File: src/rtl/spi_pkg.sv
// Shared definitions for the SPI RAM command controller: command codes,
// controller states and default geometry.
package spi_pkg;

   localparam int DEF_MEM_DEPTH = 256;
   localparam int DEF_ADDR_SIZE = 8;

   localparam logic [1:0] CMD_WR_ADDR = 2'b00;
   localparam logic [1:0] CMD_WR_DATA = 2'b01;
   localparam logic [1:0] CMD_RD_ADDR = 2'b10;
   localparam logic [1:0] CMD_RD_DATA = 2'b11;

   typedef enum logic [1:0] {
      IDLE    = 2'd0,
      RD_WAIT = 2'd1,
      TX_HOLD = 2'd2
   } state_t;

endpackage

File: src/rtl/spi_cmd_decode.sv
// Splits a received SPI word into command and payload and flags whether
// the payload is a legal RAM address.
module spi_cmd_decode
   import spi_pkg::*;
#(
   parameter int MEM_DEPTH = DEF_MEM_DEPTH,
   parameter int ADDR_SIZE = DEF_ADDR_SIZE
) (
   input  logic [ADDR_SIZE+1:0] rx_data,
   output logic [1:0]           cmd,
   output logic [ADDR_SIZE-1:0] payload,
   output logic                 in_range
);

   // Extra top bit so MEM_DEPTH == 2**ADDR_SIZE is representable.
   localparam logic [ADDR_SIZE:0] DEPTH_L = MEM_DEPTH[ADDR_SIZE:0];

   // Pure field split plus the address range check.
   always_comb begin
      cmd      = rx_data[ADDR_SIZE+1:ADDR_SIZE];
      payload  = rx_data[ADDR_SIZE-1:0];
      in_range = ({1'b0, rx_data[ADDR_SIZE-1:0]} < DEPTH_L);
   end

endmodule

File: src/rtl/spi_ram_ctrl.sv
// Command controller between the SPI slave and a single-port synchronous
// RAM: decodes commands, issues RAM strobes and returns read data.
module spi_ram_ctrl
   import spi_pkg::*;
#(
   parameter int MEM_DEPTH = DEF_MEM_DEPTH,
   parameter int ADDR_SIZE = DEF_ADDR_SIZE,
   parameter int RD_LAT    = 1,
   parameter int AUTO_INC  = 0
) (
   input  logic                 clk,
   input  logic                 rst,
   input  logic [ADDR_SIZE+1:0] rx_data,
   input  logic                 rx_valid,
   output logic [ADDR_SIZE-1:0] tx_data,
   output logic                 tx_valid,
   output logic                 mem_en,
   output logic                 mem_we,
   output logic [ADDR_SIZE-1:0] mem_addr,
   output logic [ADDR_SIZE-1:0] mem_wdata,
   input  logic [ADDR_SIZE-1:0] mem_rdata,
   output logic                 busy,
   output logic                 cmd_err
);

   localparam logic [ADDR_SIZE-1:0] LAST_ADDR = ADDR_SIZE'(MEM_DEPTH - 1);
   localparam logic [1:0]           LAT_L     = 2'(RD_LAT);

   state_t                 state_q, state_d;
   logic [1:0]             cnt_q, cnt_d;
   logic [ADDR_SIZE-1:0]   wr_addr_q, wr_addr_d, rd_addr_q, rd_addr_d;
   logic                   wr_addr_vld_q, wr_addr_vld_d, rd_addr_vld_q, rd_addr_vld_d;
   logic [ADDR_SIZE-1:0]   tx_data_d, mem_addr_d, mem_wdata_d;
   logic                   tx_valid_d, mem_en_d, mem_we_d, busy_d, cmd_err_d;
   logic                   accept;
   logic [1:0]             cmd;
   logic [ADDR_SIZE-1:0]   payload;
   logic                   in_range;

   spi_cmd_decode #(
      .MEM_DEPTH (MEM_DEPTH),
      .ADDR_SIZE (ADDR_SIZE)
   ) u_decode (
      .rx_data  (rx_data),
      .cmd      (cmd),
      .payload  (payload),
      .in_range (in_range)
   );

   function automatic logic [ADDR_SIZE-1:0] next_addr(input logic [ADDR_SIZE-1:0] a);
      return (a == LAST_ADDR) ? '0 : a + 1'b1;
   endfunction

   // Next-state, address registers and RAM strobes for the command in hand.
   always_comb begin
      state_d       = state_q;
      cnt_d         = cnt_q;
      wr_addr_d     = wr_addr_q;
      rd_addr_d     = rd_addr_q;
      wr_addr_vld_d = wr_addr_vld_q;
      rd_addr_vld_d = rd_addr_vld_q;
      tx_data_d     = tx_data;
      tx_valid_d    = tx_valid;
      mem_addr_d    = mem_addr;
      mem_wdata_d   = mem_wdata;
      mem_en_d      = 1'b0;
      mem_we_d      = 1'b0;
      cmd_err_d     = 1'b0;
      accept        = 1'b0;

      case (state_q)
         IDLE: accept = rx_valid;
         RD_WAIT: begin
            if (cnt_q == LAT_L) begin
               tx_data_d  = mem_rdata;
               tx_valid_d = 1'b1;
               state_d    = TX_HOLD;
            end else begin
               cnt_d = cnt_q + 2'd1;
            end
            if (rx_valid) begin
               cmd_err_d = 1'b1;
            end
         end
         TX_HOLD: begin
            if (rx_valid) begin
               tx_valid_d = 1'b0;
               state_d    = IDLE;
               accept     = 1'b1;
            end
         end
         default: state_d = IDLE;
      endcase

      if (accept) begin
         case (cmd)
            CMD_WR_ADDR: begin
               if (in_range) begin
                  wr_addr_d     = payload;
                  wr_addr_vld_d = 1'b1;
               end else begin
                  cmd_err_d = 1'b1;
               end
            end
            CMD_WR_DATA: begin
               if (wr_addr_vld_q) begin
                  mem_en_d    = 1'b1;
                  mem_we_d    = 1'b1;
                  mem_addr_d  = wr_addr_q;
                  mem_wdata_d = payload;
                  if (AUTO_INC != 0) begin
                     wr_addr_d = next_addr(wr_addr_q);
                  end
               end else begin
                  cmd_err_d = 1'b1;
               end
            end
            CMD_RD_ADDR: begin
               if (in_range) begin
                  rd_addr_d     = payload;
                  rd_addr_vld_d = 1'b1;
               end else begin
                  cmd_err_d = 1'b1;
               end
            end
            default: begin
               if (rd_addr_vld_q) begin
                  mem_en_d   = 1'b1;
                  mem_addr_d = rd_addr_q;
                  cnt_d      = 2'd0;
                  state_d    = RD_WAIT;
                  if (AUTO_INC != 0) begin
                     rd_addr_d = next_addr(rd_addr_q);
                  end
               end else begin
                  cmd_err_d = 1'b1;
               end
            end
         endcase
      end

      busy_d = (state_d == RD_WAIT);
   end

   // State and output registers; reset abandons any read in flight.
   always_ff @(posedge clk) begin
      if (rst) begin
         state_q       <= IDLE;
         cnt_q         <= '0;
         wr_addr_q     <= '0;
         rd_addr_q     <= '0;
         wr_addr_vld_q <= 1'b0;
         rd_addr_vld_q <= 1'b0;
         tx_data       <= '0;
         tx_valid      <= 1'b0;
         mem_en        <= 1'b0;
         mem_we        <= 1'b0;
         mem_addr      <= '0;
         mem_wdata     <= '0;
         busy          <= 1'b0;
         cmd_err       <= 1'b0;
      end else begin
         state_q       <= state_d;
         cnt_q         <= cnt_d;
         wr_addr_q     <= wr_addr_d;
         rd_addr_q     <= rd_addr_d;
         wr_addr_vld_q <= wr_addr_vld_d;
         rd_addr_vld_q <= rd_addr_vld_d;
         tx_data       <= tx_data_d;
         tx_valid      <= tx_valid_d;
         mem_en        <= mem_en_d;
         mem_we        <= mem_we_d;
         mem_addr      <= mem_addr_d;
         mem_wdata     <= mem_wdata_d;
         busy          <= busy_d;
         cmd_err       <= cmd_err_d;
      end
   end

endmodule

File: config.mk
export PLATFORM = sky130hd
export DESIGN_NAME = spi_ram_ctrl
export DESIGN_NICKNAME = d
export VERILOG_FILES = /design/src/rtl/spi_pkg.sv /design/src/rtl/spi_cmd_decode.sv /design/src/rtl/spi_ram_ctrl.sv
export SDC_FILE = /design/constraint.sdc
export NUM_CORES = 1
export LEC_CHECK = 0
export CORE_MARGIN = 8
export CORE_UTILIZATION = 50
export CTS_BUF_LIST = sky130_fd_sc_hd__clkbuf_8
export DETAILED_ROUTE_END_ITERATION = 7
export GPL_TIMING_DRIVEN = 0
export HOLD_SLACK_MARGIN = 0.02
export PLACE_DENSITY = 0.91
export SYNTH_ARGS = -nofsm -noshare
export SYNTH_HDL_FRONTEND = slang
export SYNTH_SLANG_ARGS = --single-unit
File: constraint.sdc
create_clock -name clk -period 1.8 [get_ports clk]
set_input_delay 0.36 -clock clk [delete_from_list [all_inputs] [get_ports clk]]
set_output_delay 0.36 -clock clk [all_outputs]
set_load 0.05 [all_outputs]
Yosys cells after proc, flatten, opt, wreduce, memory -nomap -nowiden --
Index checks and enable logic that the tools add are counted.
Cells by class: add/sub/neg operators 1, muxes and demuxes 27, equality and inequality tests 9, bitwise gates (word level) 3, reduce and logical (&&, ||, !) cells 14
Operator list (count):
- 2-bit two-way mux | 10
- 8-bit two-way mux | 2
- 8-bit one-hot mux with 2 select lines | 1
- 1-bit two-way mux | 9
- 2-bit by 1-bit == test with 1-bit output, second input constant | 4
- 1-bit one-hot mux with 2 select lines | 4
- 2-bit inequality test, second input constant | 3
- 2-bit one-hot mux with 3 select lines | 1
- 2-bit AND reduction | 3
- 3-bit AND reduction | 2
- 3-bit OR reduction | 2
- 2-bit == test, second input constant | 2
- 2-bit logical NOT | 2
- 4-bit AND reduction | 1
- 2-bit nonzero test | 2
- 2-bit OR reduction | 2
- 1-bit NOT | 3
- 2-bit by 1-bit adder with 2-bit output, second input constant | 1
Word-level totals: output and inout bits 29, register bits 51, logic and storage cells 68, input bits 21

Logic depth before layout (Yosys ltp) --
Gate-level depths: netlist of the first run.
depth after elaboration 7, depth in mapped cells 6, mapped depth without buffers 3

Modules after synthesis --
From an unflattened synthesis of the first run, not the netlist that was laid out.
Unflattened totals: cell total of the unflattened synthesis 243, area, all modules 2190.9 sq um
By module, submodules not included:
- spi_ram_ctrl | times used 1, sequential area each 1021.0 sq um, cells an instance 231, area each 2104.5 sq um
- spi_cmd_decode | times used 1, sequential area each 0.0 sq um, cells an instance 12, area each 86.3 sq um

Worst setup path before layout of the first run --
Ideal clock, no wire load.
path kind input-to-reg, start point in rx_data[9], end point reg wr_addr_q[0], library setup time 134 ps, required time 1666 ps, stages 5, setup slack 411 ps, arrival time 1255 ps, buffers on the path 2, cells stage by stage buf_4 > or4b_1 > buf_2 > nand2_1 > a21oi_1
On the way: word-level cells in the longest chain between the ends 2
RTL lines:
- start: declaration | line spi_ram_ctrl.sv:13 | input logic [ADDR_SIZE+1:0] rx_data,
- 2-bit logical NOT | line spi_ram_ctrl.sv:96 | case (cmd)
- 2-bit AND reduction (no source line)
- end signal: assignment | line spi_ram_ctrl.sv:165 | wr_addr_q <= wr_addr_d;
- end: declaration | line spi_ram_ctrl.sv:31 | logic [ADDR_SIZE-1:0] wr_addr_q, wr_addr_d, rd_addr_q, rd_addr_d;
Every way passes these cells. A chain may end at the register's enable or synchronous reset.

Worst setup path in the final report of the first run --
start point reg mem_en, end point out mem_en
RTL lines:
- start: declaration | line spi_ram_ctrl.sv:17 | output logic mem_en,
- start signal: assignment | line spi_ram_ctrl.sv:171 | mem_en <= mem_en_d;
No word-level cell between the ends.

==> results of run 1 <==
==> sequential cells by signal, indices dropped and copies added, names as in the netlist <==
| name | cells |
|---|---|
| cmd_err | 1 |
| rd_addr_vld_q | 1 |
| wr_addr_q | 8 |
| mem_wdata | 8 |
| tx_data | 8 |
| busy | 1 |
| mem_addr | 8 |
| mem_we | 1 |
| wr_addr_vld_q | 1 |
| rd_addr_q | 8 |
| cnt_q | 2 |
| tx_valid | 1 |
| mem_en | 1 |
| state_q | 2 |
==> final cells by class <==
type | count | area (um2)
plain buffers | 17 | 97.6
clock buffers | 5 | 68.8
clock inverters | 3 | 25.0
fillers | 329 | 1320
inverters | 3 | 11.3
multi-input cells | 148 | 886
flip-flops and latches | 51 | 1020
well taps | 50 | 62.6
repair buffers | 47 | 447
==> where the power goes <==
group | total (mW) | internal, mW | leakage (nW) | switching (mW)
registers | 1.16 | 1.15 | 0.413 | 0.0126
clock network | 0.670 | 0.278 | 0.0443 | 0.392
logic | 0.215 | 0.0905 | 0.626 | 0.124
total | 2.05 | 1.52 | 1.08 | 0.528
==> path summary, 6_finish.rpt <==
check             start            to  slack, ns  depth (start not counted)
min reg2reg  tx_data[7]    tx_data[7]       0.46                          2
min          rx_data[9]  wr_addr_q[1]       0.45                          4
max              mem_en        mem_en       0.03                          1
max reg2reg  state_q[0]  wr_addr_q[3]       0.39                          5
==> tightest hold or removal path, delay by kind of cell <==
family / cells / cell delay [ns]
compound gates: 1 / 0.05
buf+inv: 1 / 0.14
simple gates: 2 / 0.16
==> timing repair <==
item                       4_1_cts  5_1_grt
resized for setup               25        3
hold endpoints to repair         0        0
setup endpoints to repair       25        3
==> synthesized netlist by cell type (2+ instances only) <==
cell,count,share of area [%]
dfxtp_1,51,51
a21oi_1,36,8.9
nand2_1,35,6.5
mux2i_1,17,8.4
nor2_1,13,2.4
nand3_1,10,2.5
o21ai_0,9,2.2
clkbuf_1,8,1.5
a211oi_1,6,2.2
buf_4,4,1.5
buf_2,3,0.74
inv_1,3,0.56
nor2b_1,3,0.93
a211oi_2,2,1.2
buf_6,2,1.1
nand2b_1,2,0.62
nor3_1,2,0.50
==> per-layer routing <==
metal / up-vias / wire length [um]
met2: 46 / 2470
met5: - / 0
met4: 0 / 67
met1: 854 / 2290
met3: 8 / 208
li1: 862 / -
==> cell families (layout without fill, tap and decap cells) <==
logic type / count (synthesis) / count (layout) / share of synthesized area [%]
multiplexers: 18 / 18 / 9.00
buffers and inverters: 20 / 75 / 5.40
AO/OA/AOI/OAI: 55 / 55 / 15.9
AND/OR/NAND/NOR: 75 / 75 / 19.1
flip-flops: 51 / 51 / 50.7
==> cell usage in the layout (no fill, tap or decap) <==
master	netlist	routed
dfxtp_1	51	51
a21oi_1	36	36
nand2_1	35	35
dlygate4sd2_1	0	25
clkdlybuf4s50_1	0	19
mux2i_1	17	17
nor2_1	13	13
nand3_1	10	10
o21ai_0	9	9
clkbuf_1	8	8
a211oi_1	6	6
clkbuf_8	0	5
buf_4	4	4
buf_2	3	3
nor2b_1	3	3
inv_1	3	3
dlymetal6s2s_1	0	3
nand2b_1	2	2
buf_6	2	2
a211oi_2	2	2
nor3_1	2	2
clkinv_4	0	2
nand3b_2	1	1
a21oi_4	1	1
mux2_2	1	1
and3b_1	1	1
nor4bb_1	1	1
nand4bb_1	1	1
nor3b_1	1	1
nor4b_4	1	1
or4b_1	1	1
and4bb_2	1	1
nand3b_1	1	1
a41oi_1	1	1
and4b_1	1	1
clkinvlp_4	0	1
==> flow_summary.ini, run 1 <==
[cts]
postCtsHoldBufs = 0
postCtsSetupBuffers = 0
numCtsBuffers = 5
cts_buffer_depth = 2
clockRootBuffer = clkbuf_8
clock_sinks = 51
htreeDepth = 2
clkTransAtPathRegs_ns = 0.10
cts_tree = built
clock_latency_ns = 0.31

[yosys]
syn-num-nets = 240
synth_seq_cells = 51
yosysSeqAreaShare_pct = 50.7
synth_cell_types = 30
synthArstFlopShare_pct = 0
ys_warn_count = 0
netlist_instances = 219
synth_top_flop_cell = dfxtp_1
avgSynthCellArea_um2 = 9.20
syn_area_mm2 = 0.00202
synth_edf_count = 0

[global_route]
grt_start_max_net_pins = 18
use_met3_pct = 3.72
grt_usage_pct = 16.0
busiest_layer = met2
antenna_found_initial = 0
grt_overflow = 0
grt_use_met2_pct = 26.5
grt_pass1_vias = 1644
grt_util_met1_pct = 19.7
grt_pass1_wl_mm = 7.99

[final_layout]
layoutNonFillerInstCount = 324
final_util_pct = 66.4
n_antenna_cell = 0
fin_area_mm2 = 0.00262
layout-drive-gt1-share_pct = 8.76
syn_to_final_growth_pct = 29.9
nets = 294

[critical_path]
path_buf_inv = 1
crit_family = buffers and inverters
cp.required_ns = 1.44
path_cells = clkdlybuf4s50_1
path_max_fanout = 1
crit_slowest_cell = clkdlybuf4s50_1
cp-start-kind = flip-flop
critPathArrivalTime_ns = 1.41
critPathKind = reg2out
max_stage_delay_ns = 0.79
end_kind = primary output

[sta]
fin_setup_tns_ns = 0
postLayoutSetupSlackWorst_ns = 0.0310
drv_slew = 0
slew_headroom_pct = 62.2
worst_slew_pin_slew_ns = 0.568
hold_violations = 0
fin_crit_ns = 1.77
finClkSkew_ns = 0.00729
holdWs_ns = 0.446
fmax_mhz = 565
setup_viol = 0
min_period_over_period_pct = 98.3
rsz0062_at_grt = false

[floorplanning]
rows = 23
fp.dieW_um = 79.5
initial_core_util_pct = 51.1
coreArea_mm2 = 0.00394
num_io_pins = 50
dieHeight_um = 79.5
dieArea_mm2 = 0.00632

[route]
viasPerCell = 5.46
first_pass_iters = 4
drc = 0
drtIter0Drc = 147
dr_total_vias = 1770
wl_mm = 5.04
wl_per_cell_um = 15.6
final_antenna_net_count = 0

[placed_design]
placed_area_mm2 = 0.00255
pre_cts_slack_ns = -0.0995
dp.cells = 316
hpwl_mm = 3.69
portBuffers = 47
globalplace.congestion = 0.817

[min_path]
hold_class = in2reg

[pwr]
p_total_mw = 2.05
power_density_mw_per_mm2 = 782
ir_worst_vdd_mv = 0.507
cellLeakagePower_nw = 1.08

[job]
maxCapViolations = 0

[run_status]
status = complete, no violations
(Power assumes the default switching activity.)
==> run 2, diff against run 1 <==
--- a/config.mk
+++ b/config.mk
@@ -8,6 +8,7 @@
 export CORE_MARGIN = 8
 export CORE_UTILIZATION = 50
 export CTS_BUF_LIST = sky130_fd_sc_hd__clkbuf_8
+export CTS_CLUSTER_DIAMETER = 40
 export DETAILED_ROUTE_END_ITERATION = 7
 export GPL_TIMING_DRIVEN = 0
 export HOLD_SLACK_MARGIN = 0.02
==> results of run 2 <==
Final layout, timing and power as in run 1 (identical DEF).
==> run 3, diff against run 2 <==
--- a/config.mk
+++ b/config.mk
@@ -5,8 +5,11 @@
 export SDC_FILE = /design/constraint.sdc
 export NUM_CORES = 1
 export LEC_CHECK = 0
+export CELL_PAD_IN_SITES_DETAIL_PLACEMENT = 1
+export CELL_PAD_IN_SITES_GLOBAL_PLACEMENT = 2
+export CORE_ASPECT_RATIO = 0.5
 export CORE_MARGIN = 8
-export CORE_UTILIZATION = 50
+export CORE_UTILIZATION = 30
 export CTS_BUF_LIST = sky130_fd_sc_hd__clkbuf_8
 export CTS_CLUSTER_DIAMETER = 40
 export DETAILED_ROUTE_END_ITERATION = 7
==> flow_summary.ini, run 3 (synthesis results as in run 1) <==
[critical_path]
reg2reg_slack_ns = 0.38
cp.required_ns = 2.02
critPathArrivalTime_ns = 1.83
path_max_fanout = 10
path_buf_inv = 3
critPathKind = in2reg
crit_slowest_cell = clkdlybuf4s50_1
cp-start-kind = primary input
path_cells = clkdlybuf4s50_1, and3b_1, buf_4, buf_6, nand3_1, a21oi_1
end_kind = flip-flop
crit_family = buffers and inverters
max_stage_delay_ns = 0.65

[sta]
fin_crit_ns = 1.61
rsz0062_at_grt = false
worst_slew_pin_slew_ns = 0.578
drv_slew = 0
postLayoutSetupSlackWorst_ns = 0.191
fin_setup_tns_ns = 0
finClkSkew_ns = 0.0142
hold_violations = 0
fmax_mhz = 621
slew_headroom_pct = 61.3
min_period_over_period_pct = 89.4
setup_viol = 0

[final_layout]
nets = 294
layout-drive-gt1-share_pct = 8.39
final_util_pct = 40.6
multiInputGateArea_um2 = 886
mostFrequentLayoutCells = dfxtp_1, a21oi_1, nand2_1
syn_to_final_growth_pct = 32.8
register_area_mm2 = 0.00102
layout_commonest_cell = dfxtp_1
fin_area_mm2 = 0.00268
n_antenna_cell = 0
n_fill_cell = 785

[pwr]
p_int_mw = 1.59
p_total_mw = 2.10
power_density_mw_per_mm2 = 783
p_seq_share_pct = 55.4
ir_worst_vdd_mv = 0.311
power.share.clock_pct = 34.2
netSwitchingPower_uw = 510
switching_share_pct = 24.3
cellLeakagePower_nw = 1.10
p_comb_share_pct = 10.4

[placed_design]
pre_cts_slack_ns = -0.132
globalplace.congestion = 0.793
portBuffers = 47
placed_area_mm2 = 0.00260
hpwl_mm = 4.27

[floorplanning]
rows = 21
dieArea_mm2 = 0.00976
fp.dieW_um = 132
initial_core_util_pct = 30.6
dieHeight_um = 74.0
num_io_pins = 50
coreArea_mm2 = 0.00660

[cts]
postCtsSetupBuffers = 0
cts_buffer_depth = 2
clock_latency_ns = 0.31
cts_tree = built
clkTransAtPathRegs_ns = 0.10
ctsResizeCount = 26
numCtsBuffers = 5
clockRootBuffer = clkbuf_8
postCtsHoldBufs = 0
htreeDepth = 2
clock_sinks = 51

[route]
drc = 0
wl_per_cell_um = 15.2
wl_mm = 5.58
final_antenna_net_count = 0
drtIter0Drc = 117
dr_total_vias = 1729
viasPerCell = 4.72
first_pass_iters = 4

[global_route]
antenna_found_initial = 0
grt_start_max_net_pins = 15
grt_pass1_wl_mm = 9.50
grt_pass1_vias = 1866
grt_overflow = 0
grt_usage_pct = 12.1

[run_status]
status = complete, no violations

[min_path]
hold_class = in2reg

[job]
maxCapViolations = 0
==> run 3: worst reg2reg max path: cells and delay by family, from the launching register on <==
kind / cells / cell delay, ns
buffers and inverters: 2 / 0.32
AOI/OAI and AO/OA: 1 / 0.06
and+or+nand+nor: 2 / 0.59
DFF: 1 / 0.32
==> run 3: final timing paths <==
path,from,endpoint,cells past startpoint
worst max-delay path,rx_data[8],mem_wdata[0],6
worst min-delay path,rx_data[9],wr_addr_q[7],4
worst max register to register,state_q[0],wr_addr_q[6],5
worst min register to register,tx_data[2],tx_data[2],2
==> run 3: metrics by stage <==
stage	hold WS, ns	std cells
6_report	0.453	366
5_1_grt	0.471	366
4_1_cts	0.445	366
3_5_place_dp	0.451	358
3_3_place_gp	0.443	358
2_1_floorplan	0.436	219
==> run 3: per-layer routing <==
metal  GRT usage [%]  vias up  part of all wire, %
met5               0        -                    0
met4            3.78        0                  1.0
met3            2.63        4                  2.5
met2            21.2       26                   47
met1            14.8      833                   50
li1                -      866                    -
==> run 3: final cells by class <==
| type | instances | area share, % |
|---|---|---|
| flip-flops and latches | 51 | 38.1 |
| multi-input cells | 148 | 33.1 |
| repair buffers | 47 | 16.6 |
| well taps | 92 | 4.30 |
| plain buffers | 17 | 3.65 |
| clock buffers | 7 | 3.60 |
| inverters | 3 | 0.421 |
| clock inverters | 1 | 0.140 |
==> run 3: power by group through the flow <==
stage / Clock [mW] / Combinational, mW / Sequential (mW)
floorplan: 0 / 0.100 / 1.21
global placement: 0 / 0.218 / 1.19
detailed placement: 0 / 0.222 / 1.19
CTS: 0.741 / 0.220 / 1.16
global route: 0.779 / 0.236 / 1.17
finish: 0.717 / 0.217 / 1.16
==> variant: new RTL, settings of run 3 <==
Register the output `cmd_err` once more, with the module's reset; this adds one clock of latency there. The other outputs are not delayed to match.
--- a/src/rtl/spi_ram_ctrl.sv
+++ b/src/rtl/spi_ram_ctrl.sv
@@ -27,2 +27,4 @@
    localparam logic [1:0]           LAT_L     = 2'(RD_LAT);
+
+   logic cmd_err_s0;
 
@@ -160,3 +162,3 @@
          busy          <= 1'b0;
-         cmd_err       <= 1'b0;
+         cmd_err_s0    <= 1'b0;
       end else begin
@@ -175,3 +177,11 @@
          busy          <= busy_d;
-         cmd_err       <= cmd_err_d;
+         cmd_err_s0    <= cmd_err_d;
+      end
+   end
+
+   always_ff @(posedge clk) begin
+      if (rst) begin
+         cmd_err <= '0;
+      end else begin
+         cmd_err <= cmd_err_s0;
       end
Function: changed (a bounded check fails within 4 cycles, from zero or initial values and one cycle with rst high).
==> variant against run 3 <==
- area after synthesis is 1.3% higher
- sequential cell count is 1 higher
- hold slack worse by 0.078 ns
- power is 5.4% higher
- cell area is 1.3% higher
- routed wire length is 8.1% higher
- setup slack worse by 0.021 ns
- register-to-register slack worse by 0.03 ns
- largest cell class unchanged
- largest power group unchanged
- highest routed layer unchanged
==> variant: results (changes against run 3) <==
multi_input_cells: 149  # was 148
status: "finished, final reports clean"  # unchanged
clk_share_pct: 4.109  # was 3.740%
ys_seq_area_share_pct: 50.98  # was 50.65%
vias: 1788  # was 1729
dr_wl_met2_mm: 3.084  # was 2.616 mm
cp.arrival_ns: 1.81  # was 1.83 ns
dpl.hpwl_mm: 4.305  # was 4.275 mm
gp_congestion: 0.7350  # was 0.7928
layout.cells.non_filler: 368  # was 366
area_growth_pct: 32.72  # was 32.77%
gr-usage-met3_pct: 3.100  # was 2.628%
multi_input_area_share_pct: 32.92  # was 33.10%
layout-drive-gt1-share_pct: 8.333  # was 8.394%
grt_max_degree: 17  # was 15
grt_pass1_wl_mm: 9.673  # was 9.501 mm
wl_met3_um: 247  # was 138 µm
seqCellArea_mm2: 0.001041  # was 0.001021 mm²
grtUsageMet2_pct: 23.80  # was 21.17%
wl_met1_mm: 2.631  # was 2.766 mm
skew_ns: 0.01272  # was 0.01418 ns
grtUsageMet1_pct: 13.98  # was 14.84%
min_from: "rst"  # was rx_data[9]
slew_headroom_pct: 59.14  # was 61.27%
fin_nets: 296  # was 294
yosys-top-cells-area: "dfxtp_1, a21oi_1, mux2i_1, nand2_1, nand3_1"  # unchanged
final-nonclk-buf-share_pct: 19.90  # was 20.29%
placed_cell_area_mm2: 0.002628  # was 0.002601 mm²
clock_buffers: 5  # was 7
synth_common_cells: "dfxtp_1, a21oi_1, nand2_1, mux2i_1, nor2_1"  # unchanged
muxShareOfSynthArea_pct: 8.885  # was 9.001%
clkSinkCount: 52  # was 51
drt-total-wl_mm: 6.031  # was 5.578 mm
synthesis.nets: 242  # was 240
[variant: cell types whose count changed after synthesis]
cell,change
dfxtp_1,+1
nor2b_1,+1
[variant: final timing paths]
path / endpoint / slack [ns] / cells past startpoint
max: wr_addr_q[7] / 0.17 / 5
max reg2reg: wr_addr_q[7] / 0.35 / 5
min: mem_en / 0.37 / 2
min reg2reg: cmd_err / 0.45 / 1
[variant: power by group through the flow]
stage / Sequential (mW) / Combinational (mW) / Clock (mW)
after floorplan: 1.23 / 0.101 / 0
after global placement: 1.21 / 0.222 / 0
after detailed placement: 1.21 / 0.227 / 0
after CTS: 1.19 / 0.223 / 0.836
after global routing: 1.19 / 0.239 / 0.883
final: 1.19 / 0.221 / 0.802
[variant: critical path, cell delays in order]
cell and delay (ns):
clkdlybuf4s50_1 0.56, or4b_1 0.52, buf_2 0.21, nand2_1 0.09, a21oi_1 0.07
[variant: what timing repair did]
action | CTS | global route
pin swaps | 0 | 0
setup endpoints to repair | 27 | 2
resized for setup | 27 | 2
